--- config.mk ---
export PLATFORM = sky130hd
export DESIGN_NAME = load_store_unit
export DESIGN_NICKNAME = d
export VERILOG_FILES = /design/src/rtl/load_store_unit.sv
export SDC_FILE = /design/constraint.sdc
export NUM_CORES = 1
export LEC_CHECK = 0
export BUFFER_PORTS_ARGS = -buffer_cell sky130_fd_sc_hd__buf_2
export CAP_MARGIN = 20
export CELL_PAD_IN_SITES_DETAIL_PLACEMENT = 1
export CELL_PAD_IN_SITES_GLOBAL_PLACEMENT = 2
export CORE_ASPECT_RATIO = 0.5
export CORE_MARGIN = 5
export CORE_UTILIZATION = 28
export DETAILED_ROUTE_END_ITERATION = 16
export PLACE_DENSITY_LB_ADDON = 0.15
export SLEW_MARGIN = 20
export SYNTH_ARGS = -nofsm -noshare
export SYNTH_HDL_FRONTEND = slang
export SYNTH_SLANG_ARGS = --single-unit
--- constraint.sdc ---
create_clock -name CLK -period 3.4 [get_ports CLK]
set_clock_uncertainty 0.05 [all_clocks]
set_input_delay 0 -clock CLK [delete_from_list [all_inputs] [get_ports CLK]]
set_output_delay 0 -clock CLK [all_outputs]
set_load 0.05 [all_outputs]
--- src/rtl/load_store_unit.sv ---
// Load/store unit: issues a req/ack data-bus transaction and stalls the core until it finishes.
// Optional MISALIGN_TRAP_EN flags misaligned halfword/word accesses in IDLE instead of issuing them.
module load_store_unit #(
  parameter int XLEN    = 32,
  parameter int TIMEOUT = 16
) (
  input  logic            CLK,
  input  logic            rst,
  input  logic            Mem_Req,
  input  logic            Mem_Write,
  input  logic [2:0]      Funct3,
  input  logic [XLEN-1:0] Addr,
  input  logic [XLEN-1:0] Store_Data,
  output logic            Stall,
  output logic [XLEN-1:0] Load_Data,
  output logic            Load_Valid,
  output logic            Bus_Err,
  output logic            Misaligned,
  output logic            Bus_Req,
  output logic            Bus_We,
  output logic [XLEN-1:0] Bus_Addr,
  output logic [3:0]      Bus_Be,
  output logic [XLEN-1:0] Bus_Wdata,
  input  logic            Bus_Ack,
  input  logic [XLEN-1:0] Bus_Rdata
);

  typedef enum logic [1:0] {IDLE, REQ, DONE} state_t;

  localparam int CW = $clog2(TIMEOUT);
  localparam logic [CW-1:0] LAST = CW'(TIMEOUT - 1);

  state_t          state, state_nxt;
  logic [CW-1:0]   cnt;
  logic [2:0]      f3_q;
  logic [1:0]      off_q;
  logic            trap;
  logic            start;
  logic [3:0]      be_nxt;
  logic [XLEN-1:0] wdata_nxt;
  logic [7:0]      rbyte;
  logic [15:0]     rhalf;
  logic [XLEN-1:0] ext;

`ifdef MISALIGN_TRAP_EN
  logic mis;
  assign mis        = (Funct3[1:0] == 2'b01 && Addr[0]) || (Funct3[1] && Addr[1:0] != 2'b00);
  assign trap       = Mem_Req && mis;
  assign Misaligned = (state == IDLE) && trap;
`else
  assign trap       = 1'b0;
  assign Misaligned = 1'b0;
`endif

  assign start = (state == IDLE) && Mem_Req && !trap;

  // Lane placement; misaligned low address bits drop out of the shift amounts.
  always_comb begin
    be_nxt    = 4'b1111;
    wdata_nxt = Store_Data;
    case (Funct3[1:0])
      2'b00: begin
        be_nxt    = 4'b0001 << Addr[1:0];
        wdata_nxt = {(XLEN/8){Store_Data[7:0]}};
      end
      2'b01: begin
        be_nxt    = 4'b0011 << {Addr[1], 1'b0};
        wdata_nxt = {(XLEN/16){Store_Data[15:0]}};
      end
      default: ;
    endcase
  end

  always_comb begin
    rbyte = Bus_Rdata[{off_q, 3'b000} +: 8];
    rhalf = Bus_Rdata[{off_q[1], 4'b0000} +: 16];
    case (f3_q[1:0])
      2'b00:   ext = {{(XLEN-8){~f3_q[2] & rbyte[7]}}, rbyte};
      2'b01:   ext = {{(XLEN-16){~f3_q[2] & rhalf[15]}}, rhalf};
      default: ext = Bus_Rdata;
    endcase
  end

  always_comb begin
    state_nxt = state;
    Stall     = 1'b0;
    Bus_Req   = 1'b0;
    case (state)
      IDLE: begin
        Stall = start;
        if (start) state_nxt = REQ;
      end
      REQ: begin
        Stall   = 1'b1;
        Bus_Req = 1'b1;
        if (Bus_Ack || cnt == LAST) state_nxt = DONE;
      end
      DONE:    state_nxt = IDLE;
      default: state_nxt = IDLE;
    endcase
  end

  always_ff @(posedge CLK or posedge rst) begin
    if (rst) begin
      state <= IDLE;
    end else begin
      state <= state_nxt;
    end
  end

  always_ff @(posedge CLK or posedge rst) begin
    if (rst) begin
      cnt        <= '0;
      f3_q       <= '0;
      off_q      <= '0;
      Bus_We     <= 1'b0;
      Bus_Be     <= '0;
      Bus_Addr   <= '0;
      Bus_Wdata  <= '0;
      Load_Data  <= '0;
      Load_Valid <= 1'b0;
      Bus_Err    <= 1'b0;
    end else begin
      Load_Valid <= 1'b0;
      Bus_Err    <= 1'b0;
      case (state)
        IDLE: begin
          cnt <= '0;
          if (start) begin
            Bus_Addr  <= {Addr[XLEN-1:2], 2'b00};
            Bus_We    <= Mem_Write;
            Bus_Be    <= be_nxt;
            Bus_Wdata <= wdata_nxt;
            f3_q      <= Funct3;
            off_q     <= Addr[1:0];
          end
        end
        REQ: begin
          if (Bus_Ack) begin
            if (!Bus_We) begin
              Load_Data  <= ext;
              Load_Valid <= 1'b1;
            end
          end else if (cnt == LAST) begin
            Bus_Err   <= 1'b1;
            Load_Data <= '0;
          end else begin
            cnt <= cnt + 1'b1;
          end
        end
        default: cnt <= '0;
      endcase
    end
  end

endmodule

---- After elaboration in Yosys (flattened, before gate mapping) ----
Cells that the tools add are included.
Widths: inputs -> output; s select.
operators by class
  $add $sub $neg .......................... 1
  multiply operators ...................... 0
  divide/modulo/power cells ............... 0
  $lt $le $gt $ge ......................... 0
  equal/unequal tests ..................... 9
  shift operators ......................... 4
  mux-type cells .......................... 20
  bitwise gates (word level) .............. 3
  reduce and logical (&&, ||, !) cells .... 10
operator list
  operator             count
  $pmux 32 s2          2
  $mux 32              3
  $shiftx 32x6->16     1
  $shiftx 32x6->8      1
  $mux 4               3
  $ne 2x2->1 const B   5
  $pmux 4 s2           1
  $mux 1               7
  $eq 2x1->1 const B   3
  $logic_not 2->1      3
  $reduce_and 2->1     3
  $add 4x1->4 const B  1
  $eq 4x4->1 const B   1
  $mux 2               2
  $pmux 2 s2           1
  $shl 1x2->4 const A  1
  $shl 2x2->4 const A  1
  $reduce_and 3->1     1
  $and 1x1->1          2
  $pmux 1 s2           1
  $reduce_bool 2->1    1
  $logic_and 1x1->1    1
  $logic_or 1x1->1     1
  $not 1->1            1
storage, ports and cells
  register bits ........................... 112
  bits in latches ......................... 0
  bits in writable memories ............... 0
  ROM bits ................................ 0
  output and inout port bits .............. 106
  word-level logic and storage cells ...... 58
  memories kept ........................... 0

---- Longest topological paths before layout ----
Gate-level depths: netlist (run 1).
  depth in word-level cells ............... 5
  depth in mapped cells ................... 7
  gate-level depth less buffers ........... 5

---- Worst setup path after synthesis (run 1) ----
Ideal clock, no wire load.
  path type ............................... reg-to-reg
  from .................................... reg state[1]
  to ...................................... reg Load_Data[25]
  arrival time ............................ 1652 ps
  required time ........................... 3224 ps
  slack ................................... 1572 ps
  cell stages (with the launch flop) ...... 7
  path buffers ............................ 1
  clock period less this slack ............ 1828 ps
  cell sequence ........................... dfrtp_1 nand2b_4 inv_1 and4_1 nor2_1 buf_2 a221o_1
between the ends
  word-level cells in the longest chain between the ends .. 2
RTL lines
  element                     line  source
  from (decl)                 33    state_t state, state_nxt;
  from (signal assigned)      107   state <= state_nxt;
  $eq 2x1->1                  126   case (state)
  $reduce_and 3->1 (no line)  n/a
  to (signal assigned)        141   Load_Data <= ext;
  to (decl)                   15    output logic [XLEN-1:0] Load_Data,
No other way between the ends.
A chain may end at the register's enable or synchronous reset.

---- Worst setup path in the final report (run 1) ----
  from .................................... reg f3_q[0]
  to ...................................... reg Load_Data[4]
between the ends
  word-level cells in the longest chain between the ends .. 4
RTL lines
  element                                        line  source
  from (decl)                                    35    logic [2:0] f3_q;
  from (signal assigned)                         134   f3_q <= Funct3;
  $eq 2x1->1 or $logic_not 2->1 (tied branches)  77    case (f3_q[1:0])
  $pmux 32 s2 *                                  77
  $mux 32 *                                      140   if (!Bus_We) begin
  $mux 32 *                                      139   if (Bus_Ack) begin
Mark *: on every way between the ends. The rest lies on a longest branch, timed or not. The select of a mux whose other input is x is not followed.

==> run_results.csv, run 1 <==
group,metric,value,unit
route,viasPerCell,4.609,
cells_and_area,antennaDiodeCount,0,
cells_and_area,multi_input_comb_area,0.002165,mm2
clocking,clock_sinks,112,
clocking,cts.reportedPaths.clkPinSlew,0.07,ns
yosys,async_reset_ff_frac,1.000,
cells_and_area,n_fill_cell,2123,
cells_and_area,final_layout_size_suffix_gt1_frac,0.3050,
timing,min_period_over_period,0.7637,
yosys,ys.warnings.count,0,
clocking,cts_tree,"done",
route,drt_iter0_markers,168,
worst_setup_path,cp_slowest_cell,"nand2b_1",
clocking,cts_root_buf,"clkbuf_16",
timing,layout_min_cycle_time,2.597,ns
yosys,synth-seq-cells,112,
cells_and_area,area_growth_syn_to_layout,46.95,%
worst_setup_path,cp_max_fo,15,
floorplanning,ioPinCount,210,
floorplanning,core-area,0.01822,mm2
cells_and_area,fin_nets,900,
timing,max_freq,385.1,MHz
yosys,synth_top_area_cell,"dfrtp_1",
timing,worst_slack,0.8033,ns
grt,grt_pass1_wl,30000,um
clocking,cts-buffers-inserted,9,
timing,setup_viol,0,
min_path,min_path_type,"input pin to flop",
grt,antenna_found_initial,0,
yosys,syn_area,0.005141,mm2
yosys,ys_types,40,
floorplanning,die_x,201.6,um
pwr,cellPowerDensity,952.4,mW/mm2
yosys,yosys.cell_count.top_type,"nand2_1",
yosys,synth_edf_count,0,
yosys,synth_top_area_share,0.5451,
cells_and_area,ff_latch_area,0.002803,mm2
worst_setup_path,crit_type,"flop to flop",
floorplanning,rows,35,
yosys,synth_ff_type,"dfrtp_1",
worst_setup_path,worstPathCellList,"nand2b_1 -> a222oi_1 -> dlygate4sd3_1 -> o21ai_0 -> a22o_1",
route,wl_per_cell,17.75,um
grt,grt_max_degree,98,
place,place_ws,1.102,ns
timing,finalMaxSlewViolations,0,
clocking,post_cts_buffers,0,
grt,grt_pass1_vias,5350,
pwr,ir_drop,0.4054,mV
yosys,avgSynthCellArea,9.906,um2
grt,gr-usage-all-layers,0.1770,
clocking,clk_path_buf_depth,2,
route,dr.pass1.iters,5,
worst_setup_path,cp-end-kind,"flop",
route,drc,0,
timing,tns,0,ns
grt,grt_remaining_overflow,0,
clocking,cts_htree_levels,3,
pwr,p_leak,3.886,nW
pwr,power.total,7.195,mW
clocking,worstSkewPairLatency,0.36,ns
worst_setup_path,arrival,2.80,ns
route,routed_wirelength,18460,um
place,portBuffers,206,
floorplanning,initial_utilization,0.2822,
yosys,synthCells,519,
timing,relSlewSlack,0.3372,
place,post-dp-hpwl,12720,um
timing,worst_pin_slew,0.9943,ns
worst_setup_path,required,3.60,ns
timing,rsz0062_at_grt,"false",
timing,hold_viol_final,0,
route,drtAntennaViolNets,0,
yosys,synth.area.top_cells,"dfrtp_1, nand2_1, mux2i_1, o21ai_0, a221o_1",
floorplanning,die-area,0.02134,mm2
floorplanning,fp.dieH,105.8,um
place,gp_congestion,0.7663,
yosys,netlist_top_cells_count,"nand2_1, dfrtp_1, o21ai_0",
route,vias,4793,
worst_setup_path,slowest_delay,0.61,ns
yosys,synth-seq-area-share,0.5451,
outcome,status,"complete, no violations",
worst_setup_path,start_kind,"flop",
flow_run,drv_cap,0,
[cell type report]
class	count	area share
Clock buffer	14	0.03627
Clock inverter	2	0.001656
Inverter	3	0.001822
Multi-Input combinational cell	368	0.2865
Sequential cell	112	0.3710
Tap cell	240	0.03975
Timing Repair Buffer	301	0.2630
[what timing repair did]
item / in CTS / in global routing
endpoints found under the hold margin: 160 / 0
resized for setup: 0 / 0
endpoints found under the setup margin: 0 / 0
hold buffers: 92 / 0
[metal layers]
metal	wire length, um	vias up	GRT usage
met5	0	-	0
met4	189	0	0.03411
met3	910	14	0.05472
met2	8897	97	0.2964
met1	8463	2367	0.2286
li1	-	2315	-
[critical path, delay by kind of cell, from the launching register on]
family	cells	cell delay [ns]
AOI/OAI and AO/OA	3	0.69
and+or+nand+nor	1	0.61
buffers and inverters	1	0.59
DFF	1	0.54
[metrics by stage]
stage	hold WS, ns	instances	util	area, um2
global placement	0.1408	932	0.3484	6347
floorplan	0.05544	521	-	5149
finish	0.007175	1040	0.4147	7555
CTS	0.002474	1040	0.4147	7555
global route	0.01729	1040	0.4147	7555
detailed placement	0.1444	932	0.3484	6347
[sequential cells by signal, summed over array words and instances (netlist names)]
signal	count
Bus_We	1
Bus_Wdata	32
Bus_Be	4
f3_q	3
Bus_Addr	30
cnt	4
Bus_Err	1
Load_Valid	1
state	2
off_q	2
Load_Data	32
[where the power goes]
| part | switching, mW | leakage [nW] | total, mW | internal, mW |
|---|---|---|---|---|
| clock network | 0.498 | 0.139 | 1.06 | 0.559 |
| logic | 2.84 | 2.35 | 3.84 | 1.00 |
| registers | 0.418 | 1.40 | 2.30 | 1.88 |
[kinds of logic after synthesis]
family                   after synthesis  synth area share
AO/OA/AOI/OAI                         93            0.1304
XOR/XNOR                               2          0.003408
adder cells (fa/ha/maj)                1          0.002433
buffers and inverters                 41           0.03748
flip-flops                           112            0.5451
multiplexers                          44           0.09175
other                                  1         0.0007294
AND/OR/NAND/NOR                      225            0.1886
[worst paths after layout]
kind | to | slack, ns | cells after the start | startpoint
worst min-delay path | Load_Data[10]$_DFFE_PP0P_ | 0.007 | 3 | Bus_Rdata[10]
min in group asynchronous | Bus_Err$_DFF_PP0_ | 0.32 | 3 | rst
worst min register to register | Bus_Addr[27]$_DFFE_PP0P_ | 0.42 | 2 | Bus_Addr[27]$_DFFE_PP0P_
worst max-delay path | Load_Data[4]$_DFFE_PP0P_ | 0.80 | 5 | f3_q[0]$_DFFE_PP0P_
max in group asynchronous | Bus_Wdata[22]$_DFFE_PP0P_ | 2.20 | 4 | rst
worst max register to register | Load_Data[4]$_DFFE_PP0P_ | 0.80 | 5 | f3_q[0]$_DFFE_PP0P_
[placed cells by master, fill, tap and decap left out, types with 7 or more instances in the layout]
master	instances
buf_2	206
a22o_1	8
mux2_2	8
nand2b_1	12
dlygate4sd3_1	92
dfrtp_1	112
clkbuf_16	9
o21ai_0	36
a221o_1	16
nor2_1	18
a32o_1	8
a21oi_1	10
a222oi_1	7
nand2_1	174
mux2i_1	33
No activity file was read; power rests on OpenSTA's default activity.
==> run 2: changes to the inputs <==
CORE_UTILIZATION = 25   (was 28)
clock period = 2.2 ns   (was 3.4 ns; I/O delays follow)
==> run 2 against run 1 <==
Routed wire length up 1.6%. Combinational power up 59%. Sequential power up 50%. Final cell count up 4.7%. Maximum frequency up 30%. Clock-buffer cell count down 4. Sequential share of layout area down 1.2 points. Flip-flop and latch count unchanged. Via count up 1.2%. Critical path type unchanged. Critical endpoint is now Load_Data[16]$_DFFE_PP0P_.
==> run_results.csv, run 2 (synthesized netlist as in run 1, its figures left out) <==
group,metric,value,unit
pwr,p_int,5.655,mW
min_path,min_path_type,"input pin to flop",
cells_and_area,fin_nets,916,
worst_setup_path,path_delay_family,"simple AND/OR/NAND/NOR gates",
worst_setup_path,cp-end-kind,"flop",
floorplanning,die_x,212.8,um
floorplanning,initial_utilization,0.2524,
worst_setup_path,crit_type,"flop to flop",
worst_setup_path,slowest_delay,0.77,ns
cells_and_area,layout_common_cells,"buf_2, nand2_1, dfrtp_1, dlygate4sd3_1, o21ai_0",
floorplanning,die-area,0.02371,mm2
route,drt_iter0_markers,185,
clocking,cts-buffers-inserted,9,
pwr,switching_power,5.807,mW
route,viasPerCell,4.455,
worst_setup_path,arrival,2.23,ns
route,drtAntennaViolNets,0,
worst_setup_path,cp_max_fo,16,
worst_setup_path,r2r_slack,0.21,ns
grt,grt_max_degree,85,
cells_and_area,layout_commonest_cell,"buf_2",
pwr,p_seq_frac,0.301,
floorplanning,ioPinCount,210,
worst_setup_path,cp_slowest_cell,"nor4b_4",
timing,setup_viol,0,
clocking,cts_root_buf,"clkbuf_16",
route,dr.pass1.iters,8,
pwr,p_sw_frac,0.5066,
cells_and_area,area_growth_syn_to_layout,51.72,%
pwr,power.total,11.46,mW
place,portBuffers,206,
timing,rsz0062_at_grt,"false",
timing,hold_viol_final,0,
clocking,cts.reportedPaths.clkPinSlew,0.08,ns
place,place_ws,0.1590,ns
route,drc,0,
timing,finalMaxSlewViolations,0,
grt,antenna_found_initial,0,
place,gp_congestion,0.7896,
cells_and_area,top_regs,"Bus_Wdata: 32 flops, Load_Data: 32 flops, Bus_Addr: 30 flops",
floorplanning,rows,37,
clocking,clock_sinks,112,
timing,worst_pin_slew,0.8624,ns
clocking,cts_resized,0,
clocking,cts_htree_levels,3,
pwr,p_clk_frac,0.165,
timing,whs,0.02224,ns
grt,grt_pass1_wl,29770,um
worst_setup_path,worstPathCellList,"nand2b_4 -> nor3b_2 -> nor4b_4 -> a221o_1",
clocking,cts_tree,"done",
route,routed_wirelength,18750,um
place,post-dp-hpwl,13420,um
route,vias,4851,
pwr,power_frac_comb,0.534,
worst_setup_path,critPathBufInv,0,
timing,layout_min_cycle_time,1.993,ns
worst_setup_path,start_kind,"flop",
floorplanning,core-area,0.02037,mm2
grt,grt_remaining_overflow,0,
timing,worst_slack,0.2069,ns
route,wl_per_cell,17.22,um
pwr,cellPowerDensity,1469,mW/mm2
clocking,clk_path_buf_depth,2,
timing,relSlewSlack,0.4226,
flow_run,drv_cap,0,
timing,min_period_over_period,0.9059,
pwr,p_leak,3.990,nW
place,dpl.cell_count,978,
worst_setup_path,reg2reg_depth,4,
cells_and_area,instances_no_fill,1089,
cells_and_area,antennaDiodeCount,0,
worst_setup_path,critical_path_depth,4,
grt,grt_pass1_vias,5322,
grt,gr-usage-all-layers,0.1579,
timing,max_freq,501.7,MHz
timing,tns,0,ns
worst_setup_path,required,2.44,ns
cells_and_area,final_layout_size_suffix_gt1_frac,0.3162,
clocking,worstSkewPairLatency,0.35,ns
floorplanning,fp.dieH,111.4,um
pwr,ir_drop,0.5502,mV
min_path,min_delay_path_depth,4,
outcome,status,"complete, no violations",
## run 2: final cells by class
class	count	area (um2)
fillers	2399	12570
flip-flops and latches	112	2803
multi-input cells	368	2165
repair buffers	317	2140
well taps	273	341.6
clock buffers	10	229.0
clock inverters	6	107.6
inverters	3	15.01
## run 2: worst register-to-register path: stages, from the launching register on
cell	delay [ns]
dfrtp_1	0.38
nand2b_4	0.18
nor3b_2	0.32
nor4b_4	0.77
a221o_1	0.22
## run 2: worst paths after layout
| check | from | endpoint |
|---|---|---|
| min reg2reg | Bus_Addr[13]$_DFFE_PP0P_ | Bus_Addr[13]$_DFFE_PP0P_ |
| min in group asynchronous | rst | Load_Data[31]$_DFFE_PP0P_ |
| max in group asynchronous | rst | Bus_Addr[16]$_DFFE_PP0P_ |
| max | state[1]$_DFFE_PP0P_ | Load_Data[16]$_DFFE_PP0P_ |
| min | Bus_Rdata[10] | Load_Data[2]$_DFFE_PP0P_ |
| max reg2reg | state[1]$_DFFE_PP0P_ | Load_Data[16]$_DFFE_PP0P_ |
## run 2: power groups by stage
stage / combinational [mW] / sequential [mW] / clock (mW)
CTS: 6.20 / 3.47 / 1.97
floorplan: 1.68 / 6.24 / 0
global placement: 6.03 / 3.47 / 0
detailed placement: 6.06 / 3.50 / 0
finish: 6.12 / 3.45 / 1.89
global route: 6.50 / 3.57 / 2.04
## run 2: repair_timing
item,CTS,global route
endpoints found under the hold margin,210,0
setup buffers,0,0
hold buffers,95,0
## run 2: metrics by stage
step                      cell area (um2)    util
after global routing                 7800  0.3829
final                                7800  0.3829
after detailed placement             6513  0.3197
after CTS                            7800  0.3829
after floorplan                      5152       -
after global placement               6513  0.3197
## run 2: layer usage
| layer | vias up | global-route usage | wire (um) |
|---|---|---|---|
| met5 | - | 0 | 0 |
| met3 | 22 | 0.03716 | 903 |
| li1 | 2347 | - | - |
| met4 | 0 | 0.03792 | 274 |
| met1 | 2373 | 0.2003 | 8327 |
| met2 | 109 | 0.2738 | 9244 |
